--- src/rtl/gcm_pkg.sv ---
`default_nettype none
// +----------------------------------------------------------------------+
// | gcm_pkg : shared widths and entry layout for the GCM output path      |
// | Rev 1.0                                                               |
// +----------------------------------------------------------------------+
package gcm_pkg;

  localparam int BLK_BITS      = 128;
  localparam int WORD_BITS     = 32;
  localparam int WORDS_PER_BLK = BLK_BITS / WORD_BITS;

  typedef struct packed {
    logic                last;
    logic [BLK_BITS-1:0] blk;
  } entry_t;

  // Index width that stays legal when only one value is possible.
  function automatic int idx_bits(input int n);
    return (n > 1) ? $clog2(n) : 1;
  endfunction

endpackage
`default_nettype wire

--- src/rtl/blk_fifo.sv ---
`default_nettype none
// +----------------------------------------------------------------------+
// | blk_fifo : synchronous FIFO of {last, blk} entries with last-bit patch|
// | Rev 1.0                                                               |
// +----------------------------------------------------------------------+
module blk_fifo
  import gcm_pkg::*;
#(
  parameter int WIDTH = BLK_BITS + 1,
  parameter int DEPTH = 4
) (
  input  logic                   clk,
  input  logic                   reset,
  input  logic                   push,
  input  logic [WIDTH-1:0]       push_data,
  input  logic                   pop,
  output logic [WIDTH-1:0]       head_data,
  input  logic                   patch_last,
  output logic [$clog2(DEPTH):0] count,
  output logic                   full,
  output logic                   empty
);

  localparam int AW = $clog2(DEPTH);
  localparam logic [AW:0] FULL_CNT = (AW + 1)'(DEPTH);

  logic [WIDTH-1:0] mem_q [DEPTH];
  logic [AW-1:0]    wr_ptr_q, wr_ptr_d;
  logic [AW-1:0]    rd_ptr_q, rd_ptr_d;
  logic [AW:0]      count_q, count_d;
  logic [AW-1:0]    newest;
  logic             push_ok, pop_ok;

  assign full      = (count_q == FULL_CNT);
  assign empty     = (count_q == '0);
  assign count     = count_q;
  assign head_data = mem_q[rd_ptr_q];
  assign newest    = wr_ptr_q - 1'b1;

  // A push into a full FIFO is legal only when the head leaves in the same cycle.
  assign push_ok = push && (!full || pop);
  assign pop_ok  = pop && !empty;

  always_comb begin
    wr_ptr_d = wr_ptr_q;
    rd_ptr_d = rd_ptr_q;
    count_d  = count_q;
    if (push_ok) wr_ptr_d = wr_ptr_q + 1'b1;
    if (pop_ok)  rd_ptr_d = rd_ptr_q + 1'b1;
    case ({push_ok, pop_ok})
      2'b10:   count_d = count_q + 1'b1;
      2'b01:   count_d = count_q - 1'b1;
      default: count_d = count_q;
    endcase
  end

  always_ff @(posedge clk) begin
    if (reset) begin
      wr_ptr_q <= '0;
      rd_ptr_q <= '0;
      count_q  <= '0;
    end else begin
      wr_ptr_q <= wr_ptr_d;
      rd_ptr_q <= rd_ptr_d;
      count_q  <= count_d;
    end
  end

  // Storage needs no reset: nothing is read beyond count.
  always_ff @(posedge clk) begin
    if (push_ok) begin
      mem_q[wr_ptr_q] <= push_data;
    end else if (patch_last && !empty) begin
      mem_q[newest][WIDTH-1] <= 1'b1;
    end
  end

endmodule
`default_nettype wire

--- src/rtl/gcm_out_packer.sv ---
`default_nettype none
// +----------------------------------------------------------------------+
// | gcm_out_packer : buffers GCM result blocks and streams 32-bit words   |
// | Rev 1.0                                                               |
// +----------------------------------------------------------------------+
module gcm_out_packer #(
  parameter int BLK_BITS  = gcm_pkg::BLK_BITS,
  parameter int WORD_BITS = gcm_pkg::WORD_BITS,
  parameter int DEPTH     = 4
) (
  input  logic                 clk,
  input  logic                 reset,
  input  logic [BLK_BITS-1:0]  in_blk,
  input  logic                 in_store,
  input  logic                 in_done,
  output logic                 in_full,
  output logic                 overflow,
  input  logic                 err_clr,
  output logic [WORD_BITS-1:0] m_axis_tdata,
  output logic                 m_axis_tvalid,
  input  logic                 m_axis_tready,
  output logic                 m_axis_tlast
);

  localparam int WPB = BLK_BITS / WORD_BITS;
  localparam int IW  = gcm_pkg::idx_bits(WPB);
  localparam int CW  = $clog2(DEPTH) + 1;
  localparam logic [IW-1:0] LAST_IDX = IW'(WPB - 1);

  typedef struct packed {
    logic                last;
    logic [BLK_BITS-1:0] blk;
  } ent_t;

  logic          unrel_q, unrel_d;
  logic [IW-1:0] idx_q, idx_d;
  logic          overflow_q, overflow_d;

  logic [CW-1:0] count;
  logic          fifo_full, fifo_empty;
  ent_t          head, push_ent;
  logic          fire, pop, accept, patch;

  blk_fifo #(
    .WIDTH (BLK_BITS + 1),
    .DEPTH (DEPTH)
  ) u_fifo (
    .clk        (clk),
    .reset      (reset),
    .push       (accept),
    .push_data  (push_ent),
    .pop        (pop),
    .head_data  (head),
    .patch_last (patch),
    .count      (count),
    .full       (fifo_full),
    .empty      (fifo_empty)
  );

  // The unreleased entry is always the newest, so the head is released
  // whenever the FIFO holds more entries than the unreleased one.
  always_comb begin
    m_axis_tvalid = !fifo_empty && (count != CW'(unrel_q));
    m_axis_tdata  = '0;
    m_axis_tlast  = 1'b0;
    if (m_axis_tvalid) begin
      for (int i = 0; i < WPB; i++) begin
        if (idx_q == IW'(i)) begin
          m_axis_tdata = head.blk[BLK_BITS-1-i*WORD_BITS -: WORD_BITS];
        end
      end
      m_axis_tlast = head.last && (idx_q == LAST_IDX);
    end
  end

  always_comb begin
    fire          = m_axis_tvalid && m_axis_tready;
    pop           = fire && (idx_q == LAST_IDX);
    accept        = in_store && (!fifo_full || pop);
    // A dropped store leaves the pending entry alone; in_done still closes it.
    patch         = in_done && !accept && unrel_q;
    push_ent.last = in_done;
    push_ent.blk  = in_blk;

    unrel_d = unrel_q;
    if (accept) begin
      unrel_d = !in_done;
    end else if (patch) begin
      unrel_d = 1'b0;
    end

    idx_d = idx_q;
    if (fire) begin
      idx_d = pop ? '0 : idx_q + 1'b1;
    end

    overflow_d = overflow_q;
    if (in_store && !accept) begin
      overflow_d = 1'b1;
    end else if (err_clr) begin
      overflow_d = 1'b0;
    end
  end

  always_ff @(posedge clk) begin
    if (reset) begin
      unrel_q    <= 1'b0;
      idx_q      <= '0;
      overflow_q <= 1'b0;
    end else begin
      unrel_q    <= unrel_d;
      idx_q      <= idx_d;
      overflow_q <= overflow_d;
    end
  end

  assign in_full  = fifo_full;
  assign overflow = overflow_q;

endmodule
`default_nettype wire

--- config.mk ---
export PLATFORM = sky130hd
export DESIGN_NAME = gcm_out_packer
export DESIGN_NICKNAME = d
export VERILOG_FILES = /design/src/rtl/gcm_pkg.sv /design/src/rtl/blk_fifo.sv /design/src/rtl/gcm_out_packer.sv
export SDC_FILE = /design/constraint.sdc
export NUM_CORES = 1
export LEC_CHECK = 0
export CORE_MARGIN = 10
export CORE_UTILIZATION = 45
export CTS_BUF_LIST = sky130_fd_sc_hd__clkbuf_2
export DETAILED_ROUTE_END_ITERATION = 8
export PLACE_DENSITY_LB_ADDON = 0.12
export SYNTH_ARGS = -nofsm -noshare
export SYNTH_HDL_FRONTEND = slang
export SYNTH_SLANG_ARGS = --single-unit
--- constraint.sdc ---
create_clock -name clk -period 12.6 [get_ports clk]
set_input_delay 1.26 -clock clk [delete_from_list [all_inputs] [get_ports clk]]
set_output_delay 1.26 -clock clk [all_outputs]
set_load 0.03 [all_outputs]
==> metrics, run 1 <==
outcome=finished, final reports clean; IR drop worst, VDD=0.0000719 V; crit-path max cell delay=slightly below 1 ns; average cell area after synthesis=about 17 um2; leakage component of the power=slightly below 8 nW; die span in y=238 um; DRC=0; number of H-tree levels=4; count of hold buffers inserted by post-cts repair=0; total clock buffers created by CTS=about 140; FP Rows=just under 80; RSZ-0062 raised after global routing=no; total of buffers placed on input and output ports=169; final setup skew=slightly above 0.06 ns; number of cells produced by synthesis=approximately 1300; highest-count cells in the layout ignoring fill and taps=sky130_fd_sc_hd__edfxtp_1, sky130_fd_sc_hd__clkbuf_2, sky130_fd_sc_hd__mux2i_1; area inside the core boundary=between 0.04 and 0.05 mm2; effective utilization at floorplan=0.458; final core utilization=0.533; post-synthesis net count=between 1000 and 1500; clk buf depth=3; critical path, cell by cell=buf_4, buf_4, nand2b_2, o22ai_1, o21bai_1, a21oi_1, clkdlybuf4s50_1; floorplan die area=0.0567 mm2; number of hold violations in the final report=0; share of post-route cells with drive strength above 1=0.177; final routed wire length divided by cell count=~24 um; combined area of all synthesized cells=around 0.021 mm2; Data arrival, critical path=approximately 5.4 ns; clock latency at the later pin of the worst-skew pair=approximately 1.3 ns; time the worst path needs with I/O delays and setup=approximately 6.7 ns; HP Class=reg2reg; number of buffer and inverter stages on the critical path=3; number of maximum-capacitance violations=0; final setup vio count=0; GPL Wtd Cong=between 0.7 and 0.8; worst slew margin relative to its limit=0.230; synthesis-to-finish area growth=16.4%; antenna-violating nets left=0; Syn. warnings=0; register area share after synthesis=0.736; overflow left after global routing=0; cell with the largest stage delay on the worst path=sky130_fd_sc_hd__nand2b_2; Clk pin slew, worst setup/hold paths=around 0.11 ns; Slew @ Worst Pin=~1.2 ns; max-slew violations=0; CTS tree=built; maximum fanout along the worst path=slightly below 60; CTS sink count=around 530; worst flop-to-flop path startpoint=idx_q[0]; Iteration-0 DRC Markers=831; final-layout setup total negative slack=0 ns; initial antenna violation count=1; total power density per cell area=approximately 140 mW/mm2; worst hold path startpoint=overflow; count of instances resized after the clock tree is built=0; wire length of the first global-routing pass=78800 um; Routed WL=~52000 um; timing-limited maximum frequency=around 0.15 GHz; most used cell along the critical path=sky130_fd_sc_hd__buf_4; DP HPWL=a little over 30000 um; number of storage elements in the synthesis netlist=between 500 and 600; cell family with most CP delay=buffers and inverters; Crit. End Element=output port; final period utilization=0.528; I/O pin total=170; number of buffers inserted by post-CTS setup repair=0; Critical Path Start Type=register; number of different library cells in the post-synthesis netlist=40; clock root buffer=sky130_fd_sc_hd__clkbuf_2; count of vias placed by the detailed router=about 12000; vias in the first global route=12800; most frequent standard cell in the layout excluding fill and tap cells=sky130_fd_sc_hd__edfxtp_1; via density per instance=5.40; number of optimization iterations in the first detailed-route pass=5; Die Wd=roughly 240 um; GRT Total Usage=0.186; number of filler instances in the final layout=between 3000 and 4000; final net count=~1700; Setup CP Type=reg2out; maximum number of pins on one net before global-route repair=67; Data required, critical path=11.34 ns
state kept, by name, indices dropped and copies added, names as in the netlist, named ones only:
| name | count |
|---|---|
| unrel_q | 1 |
| u_fifo.count | 3 |
| u_fifo.wr_ptr_q | 2 |
| overflow | 1 |
| u_fifo.mem_q | 516 |
| idx_q | 2 |
| u_fifo.rd_ptr_q | 2 |
path summary, 6_finish.rpt:
kind | to | slack (ns) | cells after the start
hold reg to reg | overflow | 0.50 | 2
setup / recovery | m_axis_tdata[8] | 5.94 | 7
setup reg to reg | u_fifo.mem_q[2][47] | 8.50 | 6
hold / removal | overflow | 0.50 | 2
cells in the mapped netlist (all sizes together):
cell type,instances,area [um2]
nand3,1,5.00
o211ai,2,15.0
a211oi,2,15.0
ha,5,62.6
fa,1,20.0
dfxtp,13,260
a21boi,1,11.3
a211o,1,8.76
or2,1,6.26
o22ai,97,607
mux2i,193,1930
edfxtp,516,15500
a2111oi,1,8.76
buf,37,264
inv,11,41.3
nand3b,1,7.51
or3b,2,17.5
xor2,3,26.3
nor3,2,10.0
nand2,6,22.5
nor2b,2,12.5
or3,2,12.5
nor2,48,180
o21bai,32,240
clkbuf,41,155
a21oi,37,185
mux4,32,721
a31o,2,17.5
nand2b,4,25.0
a21o,1,7.51
and2,129,807
xnor2,3,26.3
a32oi,1,8.76
o21ai,34,170
report_power, final:
group	total [mW]	switching, mW	internal (mW)
clock	1.22	0.674	0.546
combinational	0.328	0.203	0.125
sequential	2.04	0.0188	2.02
kinds of logic (layout without fill, tap and decap cells):
logic type | count (synthesis) | in the layout | synth area share
AO/OA/AOI/OAI | 211 | 211 | 0.0605
XOR/XNOR | 6 | 6 | 0.00246
adder cells (fa/ha/maj) | 6 | 6 | 0.00386
buffers and inverters | 89 | 427 | 0.0215
flip-flops | 529 | 529 | 0.736
multiplexers | 225 | 225 | 0.124
other | 0 | 3 | 0
AND/OR/NAND/NOR | 198 | 198 | 0.0517
area by class of cell:
type,instances,area [um2],area share
Clock buffer,202,1010,0.0406
Antenna cell,3,7.51,0.000301
Inverter,11,41.3,0.00166
Timing Repair Buffer,186,1820,0.0730
Multi-Input combinational cell,646,5240,0.210
Clock inverter,28,275,0.0110
Tap cell,607,759,0.0305
Sequential cell,529,15800,0.633
through the flow:
stage	hold slack [ns]	instance area, um2	std cells	worst slack (ns)	power (mW)
floorplan	0.468	21400	1264	1.31	2.27
global placement	0.481	23600	1979	7.13	2.41
detailed placement	0.480	23600	1979	7.13	2.42
CTS	0.466	24900	2209	5.73	3.63
global route	0.520	24900	2210	5.55	3.76
finish	0.502	24900	2212	5.94	3.59
layer usage:
layer  part of all wire  up-vias  global-route usage
li1                   -     5493                   -
met1               0.44     6012               0.246
met2               0.48      347               0.288
met3              0.058       90              0.0594
met4              0.019        0              0.0577
met5                  0        -                   0
worst reg2reg max path, cell delays in order, from the launching register on:
cell and delay, ns:
sky130_fd_sc_hd__dfxtp_1 0.42, sky130_fd_sc_hd__ha_2 0.87, sky130_fd_sc_hd__nand2_1 0.31, sky130_fd_sc_hd__a21boi_2 0.34, sky130_fd_sc_hd__inv_1 0.16, sky130_fd_sc_hd__nor2_4 0.62
sky130_fd_sc_hd__buf_4 0.87
(Power assumes the default switching activity.)
==> run 2, diff against run 1 <==
clock period = 6.9 ns   (was 12.6 ns; I/O delays follow)
==> metrics, run 2 (synthesis gave the netlist of run 1 again) <==
number of hold violations in the final report=0 (unchanged); flop2flop setup slack=3.00 ns (was 8.50 ns); Worst Hold Path EP=overflow (unchanged); total power density per cell area=261 mW/mm2 (was 144 mW/mm2); count of vias placed by the detailed router=11900 (about the same); final net count=1651 (unchanged); Clk pin slew, worst setup/hold paths=0.08 ns (was 0.11 ns); Setup CP Type=reg2out (unchanged); Internal Pwr Total=4.88 mW (was 2.69 mW); FP Rows=79 (unchanged); worst slew margin relative to its limit=0.279 (was 0.230); number of H-tree levels=4 (unchanged); cell count of the worst hold path=4 (was 2); clock group share of total power=0.335 (was 0.340); placed inst area=0.0237 mm2 (was 0.0236 mm2); clk buf depth=3 (unchanged); via density per instance=5.38 (was 5.40); RSZ-0062 raised after global routing=no (unchanged); Logic pwr share=0.093 (was 0.091); timing-limited maximum frequency=0.185 GHz; final period utilization=0.782; PnR Total Power=6.52 mW (was 3.59 mW); Iteration-0 DRC Markers=736 (was 831); final-layout setup total negative slack=0 ns (unchanged); number of filler instances in the final layout=3959 (was 3916); CTS tree=built (unchanged); Data arrival, critical path=4.70 ns (was 5.40 ns); Met1 Wirelength=22900 um (was 23300 um); count of instances resized after the clock tree is built=0 (unchanged); overflow left after global routing=0 (unchanged); crit-path max cell delay=0.72 ns (was 0.97 ns); max-slew violations=0 (unchanged); synthesis-to-finish area growth=16.6% (was 16.4%); HP Class=in2reg (was reg2reg); worst flop-to-flop path startpoint=idx_q[0] (unchanged); number of maximum-capacitance violations=0 (unchanged); summed area of non-filler cells in the final layout=0.0250 mm2 (was 0.0249 mm2); initial antenna violation count=2 (was 1); share of post-route cells with drive strength above 1=0.176 (was 0.177); switching power share of the total=0.251 (was 0.250); floorplan die area=0.0567 mm2 (unchanged); switching power of the nets=1.64 mW (was 0.896 mW); cell with the largest stage delay on the worst path=sky130_fd_sc_hd__dfxtp_4 (was sky130_fd_sc_hd__nand2b_2); Routed WL=50600 um (was 52300 um); die span in y=238 um (unchanged); final setup vio count=0 (unchanged); final setup skew=0.0650 ns (was 0.0621 ns); area inside the core boundary=0.0468 mm2 (unchanged); Data required, critical path=6.21 ns (was 11.34 ns); clock latency at the later pin of the worst-skew pair=1.09 ns (was 1.27 ns); maximum fanout along the worst path=40 (was 58); wire length of the first global-routing pass=76100 um (was 78800 um); uppermost signal routing layer after detailed routing=met4 (unchanged); IR drop worst, VDD=0.000108 V (was 0.0000719 V); maximum number of pins on one net before global-route repair=129 (was 67); number of cell instances on the worst register-to-register path=6 (unchanged); outcome=finished, final reports clean (unchanged); most used cell along the critical path=sky130_fd_sc_hd__buf_4 (unchanged); Die Wd=238 um (unchanged); max FFs per register=516 (unchanged); DP HPWL=28800 um (was 30300 um); leakage component of the power=7.80 nW (about the same); GRT Total Usage=0.177 (was 0.186); GPL Wtd Cong=0.728 (was 0.754); vias in the first global route=12400 (was 12800); Crit. End Element=output port (unchanged); met2 WL=24000 um (was 25000 um); count of hold buffers inserted by post-cts repair=0 (unchanged); DRC=0 (unchanged); number of buffers inserted by post-CTS setup repair=0 (unchanged); final routed wire length divided by cell count=22.9 um (was 23.7 um); number of optimization iterations in the first detailed-route pass=5 (unchanged); total of buffers placed on input and output ports=169 (unchanged); antenna-violating nets left=0 (unchanged); CTS sink count=529 (unchanged); I/O pin total=170 (unchanged); critical path, cell by cell=buf_4, buf_4, mux4_2, o21ai_0, a21oi_1, clkdlybuf4s50_1 (was buf_4, buf_4, nand2b_2, o22ai_1, o21bai_1, a21oi_1, clkdlybuf4s50_1); Critical Path Start Type=register (unchanged); Slew @ Worst Pin=1.08 ns (was 1.16 ns); highest-count cells in the layout ignoring fill and taps=sky130_fd_sc_hd__edfxtp_1, sky130_fd_sc_hd__clkbuf_2, sky130_fd_sc_hd__mux2i_1 (unchanged); part of the power in registers=0.572 (was 0.569); Met3 Wirelength=2840 um (was 3030 um); most frequent standard cell in the layout excluding fill and tap cells=sky130_fd_sc_hd__edfxtp_1 (unchanged); total clock buffers created by CTS=137 (unchanged); worst hold path startpoint=err_clr (was overflow); final core utilization=0.534 (was 0.533); clock root buffer=sky130_fd_sc_hd__clkbuf_2 (unchanged); register name with the most flops=u_fifo.mem_q (unchanged); time the worst path needs with I/O delays and setup=5.39 ns; effective utilization at floorplan=0.458 (unchanged); endpoint of the most critical register-to-register path=u_fifo.mem_q[2][113] (was u_fifo.mem_q[2][47])
[run 2: worst max-delay path by stage]
stage | depth (start not counted) | endpoint
6_report | 6 | m_axis_tdata[13]
5_1_grt | 6 | m_axis_tdata[6]
4_1_cts | 6 | m_axis_tdata[10]
3_5_place_dp | 6 | m_axis_tdata[10]
3_3_place_gp | 6 | m_axis_tdata[10]
2_1_floorplan | 7 | u_fifo.mem_q[0][128]
[run 2: critical path: cells and delay by family (launching register included)]
family | cells | cell delay (ns)
AO/OA/AOI/OAI | 2 | 0.32
multiplexers | 1 | 0.58
flip-flops | 1 | 0.72
buffers and inverters | 3 | 1.91
[run 2: power by group through the flow]
stage	Clock [mW]	Combinational, mW	Sequential (mW)
2_1_floorplan	0	0.326	3.81
3_3_place_gp	0	0.612	3.80
3_5_place_dp	0	0.616	3.80
4_1_cts	2.26	0.619	3.73
5_1_grt	2.43	0.654	3.74
6_report	2.19	0.607	3.73
[run 2: per-stage QoR]
step / setup slack [ns] / cells / hold slack (ns)
2_1_floorplan: 0.0570 / 1264 / 0.468
3_3_place_gp: 2.57 / 1979 / 0.481
3_5_place_dp: 2.57 / 1979 / 0.479
4_1_cts: 1.33 / 2213 / 0.0755
5_1_grt: 1.18 / 2214 / 0.180
6_report: 1.51 / 2214 / 0.221
[run 2: area by class of cell]
cell class | instances | area [um2] | area share
Clock buffer | 201 | 1010 | 0.0403
Multi-Input combinational cell | 646 | 5250 | 0.210
Clock inverter | 33 | 267 | 0.0107
Antenna cell | 1 | 2.50 | 0.000100
Sequential cell | 529 | 15800 | 0.632
Inverter | 11 | 41.3 | 0.00165
Timing Repair Buffer | 186 | 1870 | 0.0749
Tap cell | 607 | 759 | 0.0304
[run 2: metal layers]
metal	track usage	vias to the layer above
met5	0	-
met4	0.0629	0
met3	0.0420	72
met2	0.280	352
met1	0.236	5996
li1	-	5502
